==> config.mk <==
export PLATFORM = sky130hd
export DESIGN_NAME = regfile_write_arbiter
export DESIGN_NICKNAME = d
export VERILOG_FILES = /design/src/rtl/regfile_write_arbiter.sv
export SDC_FILE = /design/constraint.sdc
export NUM_CORES = 1
export LEC_CHECK = 0
export ABC_AREA = 0
export CORE_MARGIN = 4
export CORE_UTILIZATION = 30
export DETAILED_ROUTE_END_ITERATION = 6
export DONT_BUFFER_PORTS = 1
export PLACE_DENSITY = 0.54
export SYNTH_ARGS = -nofsm -noshare
export SYNTH_HDL_FRONTEND = slang
export SYNTH_SLANG_ARGS = --single-unit
export TNS_END_PERCENT = 20
==> constraint.sdc <==
create_clock -name clk -period 4.9 [get_ports clk]
set_clock_uncertainty 0.15 [all_clocks]
set_input_delay 0.735 -clock clk [delete_from_list [all_inputs] [get_ports clk]]
set_output_delay 0.735 -clock clk [all_outputs]
set_load 0.02 [all_outputs]
==> src/rtl/regfile_write_arbiter.sv <==
// Round-robin arbiter for the register-file write port, with a one-register-per-cycle
// clear sequencer and optional discard of writes to register 0.
module regfile_write_arbiter #(
  parameter int NUM_REQ    = 3,
  parameter int ADDR_W     = 5,
  parameter int DATA_W     = 32,
  parameter int NUM_REGS   = 32,
  parameter int PROTECT_R0 = 1
) (
  input  logic                      clk,
  input  logic                      reset,
  input  logic [NUM_REQ-1:0]        req,
  input  logic [ADDR_W*NUM_REQ-1:0] req_addr,
  input  logic [DATA_W*NUM_REQ-1:0] req_data,
  output logic [NUM_REQ-1:0]        gnt,
  input  logic                      clear_start,
  output logic                      busy,
  output logic                      clear_done,
  output logic                      RegWrite,
  output logic [ADDR_W-1:0]         write_addr,
  output logic [DATA_W-1:0]         write_data,
  output logic                      r0_drop
);

  localparam int          PTR_W = (NUM_REQ > 1) ? $clog2(NUM_REQ) : 1;
  localparam int          CNT_W = (NUM_REGS > 1) ? $clog2(NUM_REGS) : 1;
  localparam int unsigned NREQ  = NUM_REQ;

  typedef enum logic {IDLE, CLEAR} state_t;

  state_t             state, state_next;
  logic [PTR_W-1:0]   rr_ptr;
  logic [PTR_W-1:0]   winner;
  logic [PTR_W-1:0]   next_ptr;
  logic [CNT_W-1:0]   counter;
  logic               found;
  logic               last;
  logic [ADDR_W-1:0]  sel_addr;
  logic [DATA_W-1:0]  sel_data;

  assign last     = (counter == CNT_W'(NUM_REGS - 1));
  assign busy     = (state == CLEAR);
  assign sel_addr = req_addr[winner*ADDR_W +: ADDR_W];
  assign sel_data = req_data[winner*DATA_W +: DATA_W];
  assign next_ptr = (winner == PTR_W'(NUM_REQ - 1)) ? '0 : winner + 1'b1;

  // Scan starts at rr_ptr and wraps; a pending clear_start or reset suppresses the grant.
  always_comb begin
    int unsigned idx;
    found  = 1'b0;
    winner = '0;
    idx    = 0;
    if (state == IDLE && !clear_start && !reset) begin
      for (int unsigned k = 0; k < NREQ; k++) begin
        idx = 32'(rr_ptr) + k;
        if (idx >= NREQ) idx = idx - NREQ;
        if (!found && req[idx]) begin
          found  = 1'b1;
          winner = PTR_W'(idx);
        end
      end
    end
  end

  always_comb begin
    gnt = '0;
    if (found) gnt[winner] = 1'b1;
  end

  always_comb begin
    state_next = state;
    case (state)
      IDLE:    if (clear_start) state_next = CLEAR;
      CLEAR:   if (last) state_next = IDLE;
      default: state_next = IDLE;
    endcase
  end

  always_ff @(posedge clk or posedge reset) begin
    if (reset) state <= IDLE;
    else       state <= state_next;
  end

  always_ff @(posedge clk or posedge reset) begin
    if (reset) begin
      rr_ptr     <= '0;
      counter    <= '0;
      RegWrite   <= 1'b0;
      write_addr <= '0;
      write_data <= '0;
      clear_done <= 1'b0;
      r0_drop    <= 1'b0;
    end else begin
      clear_done <= 1'b0;
      r0_drop    <= 1'b0;
      if (state == CLEAR) begin
        RegWrite   <= 1'b1;
        write_addr <= ADDR_W'(counter);
        write_data <= '0;
        if (last) begin
          clear_done <= 1'b1;
          counter    <= '0;
        end else begin
          counter <= counter + 1'b1;
        end
      end else if (clear_start) begin
        RegWrite <= 1'b0;
        counter  <= '0;
      end else if (found) begin
        rr_ptr <= next_ptr;
        // A protected r0 write is still granted but never reaches the register file.
        if (PROTECT_R0 != 0 && sel_addr == '0) begin
          RegWrite <= 1'b0;
          r0_drop  <= 1'b1;
        end else begin
          RegWrite   <= 1'b1;
          write_addr <= sel_addr;
          write_data <= sel_data;
        end
      end else begin
        RegWrite <= 1'b0;
      end
    end
  end

endmodule

# After elaboration in Yosys (flattened, before gate mapping)
# Cells that the tools add are included.
# word_totals
ff_bits	48
output_inout_bits	44
wordCells	96
input_bits	117
# op_classes
reduce_logical	14
mul	1
add_sub_neg	7
n_eq_ne	4
n_shift	2
n_bitwise	2
n_mux	50
magnitude_cmp	8
# op_table
cell	n
$mux 32	10
$lt 32x3->1 const B	3
$shiftx 96x8->32	1
$mux 5	7
$mux 1	22
$shiftx 15x6->5	1
$mux 2	5
$sub 3x2->4 const B	2
$bmux 1 s2	3
$ge 3x2->1 const B	2
$reduce_and 3->1	2
$add 5x1->5 const B	1
$eq 5x5->1 const B	1
$logic_and 1x1->1	5
$logic_not 5->1	1
$mul 2x3->5 const B	1
$logic_not 1->1	4
$reduce_bool 2->1	2
$add 2x1->3 const B	1
$add 2x2->3 const B	1
$lt 2x3->1 const B	1
$mux 3	1
$sub 2x2->3 const B	1
$add 2x1->2 const B	1
other kinds (8)	9

# Longest topological paths before layout
# depth
word_depth	23
mapped_depth	13
mapped_depth_nobuf	10

# Worst setup path after synthesis
# Ideal clock, no wire load.
# synth_path
path_type	input -> output
from	in reset
to	out gnt[0]
path_buffers	2
cell_stages	8
path_slack_ns	0.792
arrival_time_ns	3.223
required_ns	4.015
path_cell_list	inv_1 nand2_1 a41oi_1 nand2_2 clkinv_4 buf_2 buf_2 nor3_1
# synth_via
elab_chain_len	8
word_cells_on_any_way	10
classes_between	order compare: 2; mux: 5; reduce/logical: 3
# synth_rtl
element	line	rtl
start: declaration	11	input logic reset,
$logic_not 1->1 (no source line) *	n/a	
$logic_and 1x1->1 *	53	if (state == IDLE && !clear_start && !reset) begin
$mux 2	53	
$lt 2x3->1 (implied by the code) or $ge 2x1->1 (tied branches)	67	if (found) gnt[winner] = 1'b1;
$logic_and 1x1->1 (implied by the code)	67	
$mux 1 (implied by the code)	67	
$demux 1 s2	67	
$mux 3 *	67	
end: declaration	15	output logic [NUM_REQ-1:0] gnt,
# Mark *: on every way between the ends. The rest lies on a longest branch, timed or not.

# Worst setup path in the final report
# layout_path
from	reg rr_ptr[0]
to	out gnt[0]
# layout_via
elab_chain_len	20
word_cells_on_any_way	40
classes_between	add/sub: 5; order compare: 5; mux: 25; reduce/logical: 5
# layout_rtl
element	line	rtl
start: declaration	32	logic [PTR_W-1:0] rr_ptr;
start signal: assignment	110	rr_ptr <= next_ptr;
branches (longest 19 deep; another with $sub 3x2->4)	n/a	
$mux 3 *	67	
# Every way passes the cells marked *. The select of a mux whose other input is x is not followed.

==> impl_metrics.toml <==
[synthesis]
yosys_warnings = 0
syn_inst = 307
async_flop_share_pct = 100
synth_top_cell_area_share_pct = 39.9
synth-xor-area-share_pct = 0.582
synth_largest_area_cell = "dfrtp_1"
synthAdderAreaFrac_pct = 2.49
synthFlopType = "dfrtp_1"
synth_compound_area_share_pct = 26.2
synth_top_family_by_area = "compound AO/OA/AOI/OAI gates"
synth_area_leaders = "dfrtp_1 (40%), mux2i_1 (11%), a22o_1 (10%)"
synth_cell_types = 53
synth_edf_count = 0
synth_nets = 430
syn-cell-area_um2 = 3010
ys_ff_latch = 48
yosys.area_share.simple_pct = 13.3
avgSynthCellArea_um2 = 9.81
muxShareOfSynthArea_pct = 11.7
ys_seq_area_share_pct = 39.9

[cts]
cts.repair.resized = 0
clkSinkCount = 48
cts.reportedPaths.clkPinSlew_ns = 0.09
cts_max_level = 2
clk_latency_ns = 0.29
tritoncts = "built"
post-cts-setup-buffers = 0
clk_path_buf_depth = 2
hold_buffers = 0
cts_made_buffers = 5
cts-root-buf = "clkbuf_8"

[floorplan]
start_util_pct = 30.8
num_rows = 36
die_width_um = 108
io_pins = 161
die_h_um = 108
dieArea_um2 = 11700
core_um2 = 9770

[layout]
drive_above_1_share_pct = 9.63
antennaDiodeCount = 0
mostFrequentLayoutCells = "dfrtp_1 (48), nand2_1 (44), a21oi_1 (37), a22o_1 (36), mux2i_1 (34)"
n_fill_cell = 1013
fin_cells = 434
final_common_cell = "dfrtp_1"
final_nets = 423
fin_util_pct = 32.8
area_growth_pct = 6.53

[critical_path]
crit_path_top_delay_cell = "nor3_1"
path_cells = "inv_1 -> ha_1 -> mux2i_1 -> o21a_1 -> a41oi_1 -> nand2_2 -> clkinv_4 -> nor3_1"
r2r_slack_ns = 1.33
critPathMaxStageDelay_ns = 0.73
path_buf_inv = 2
rr_worst_depth = 12
startpoint_type = "register"
cpLargestDelayFamily = "simple AND/OR/NAND/NOR gates"
reg2reg_to = "write_data[30]"
r2r-start = "rr_ptr[1]"
endpoint_kind = "output port"
required_ns = 4.01
critPathMaxFanout = 42
crit_arrival_ns = 2.97
critical_path_class = "reg -> out"

[place]
post-place-cells = 426
gp_congestion = 0.854
port_buffers = 0
place_hpwl_mm = 6.39

[grt]
antenna_found_initial = 0
grt_pass1_wl_mm = 12.4
grt_pass1_vias = 2299
overflow = 0
grtUsageTotal_pct = 13.3
grt_max_degree = 49

[timing]
relSlewSlack_pct = 45.6
post-route-period-util_pct = 78.6
fin_setup_tns_ns = 0
finalSetupViolCount = 0
max_freq_ghz = 0.260
period_minus_slack_ns = 3.85
worst_slew_pin_slew_ns = 0.810
finalMaxSlewViolations = 0
final-hold-violation-count = 0
rsz0062_at_grt = "false"

[pwr]
ir_drop_mv = 0.126
power.leakage_nw = 1.52
powerDensity_nw_per_um2 = 396
total_power_w = 0.00127

[route]
drt_wl_total_mm = 8.35
drt_iter0_markers = 76
drc_errors = 0
final_antenna_net_count = 0
wl_per_cell_um = 19.2
vias_per_cell = 5.57
drt_pass1_iterations = 4
vias = 2417

[min_path]
min_path_type = "in -> async"

[job]
drv_cap = 0

[outcome]
outcome = "complete, no violations"
power breakdown:
group	total, W	switching, W	internal, W	leakage (nW)
clock	0.000290	0.000138	0.000151	0.0541
combinational	0.000414	0.000238	0.000176	0.829
sequential	0.000566	0.000107	0.000459	0.635
how the worst max path moves through the flow:
stage,start,end,slack [ns],cells past startpoint
global route,rr_ptr[0],gnt[0],0.82,8
detailed placement,rr_ptr[1],write_data[30],1.33,12
finish,rr_ptr[0],gnt[0],1.05,8
floorplan,reset,gnt[0],0.79,8
global placement,rr_ptr[1],write_data[23],1.42,12
CTS,rr_ptr[0],gnt[0],1.00,8
area by class of cell:
type	count	area (um^2)	area share (%)
multi-input cells	231	1650	51.4
clock buffers	5	68.8	2.15
flip-flops and latches	48	1200	37.5
clock inverters	3	42.5	1.33
repair buffers	6	45.0	1.40
well taps	133	166	5.19
inverters	8	35.0	1.09
metal layers:
metal  share of wire, %  global-route usage [%]
met5                  0                       0
met4                1.0                    3.34
met3                9.6                    3.22
met2                 50                    22.8
met1                 39                    16.9
state kept, by name, summed over array words and instances, names as in the netlist:
signal	cells
write_addr	5
counter	5
RegWrite	1
write_data	32
busy	1
clear_done	1
r0_drop	1
rr_ptr	2
cell usage after synthesis, drive strengths merged, types with 6 or more instances:
library cell,n
clkbuf,9
mux2i,34
nor2,8
ha,6
inv,6
dfrtp,48
nand3,8
a21oi,37
a22o,36
o21ai,7
nand2,45
buf,11
metrics by stage:
step,cell area [um^2],worst slack [ns],hold slack (ns)
final,3210,1.05,0.365
after global routing,3210,0.824,0.437
after CTS,3210,1.00,0.396
after detailed placement,3100,1.33,0.372
after global placement,3100,1.42,0.374
after floorplan,3010,0.792,0.343
cell families after synthesis:
kind of cell               Yosys count
xor gates and xnor gates             2
muxes                               35
DFF                                 48
and+or+nand+nor                     85
adders and majority gates            6
AOI/OAI and AO/OA                  103
buffers and inverters               28
Power figures use the tool's default switching activity.
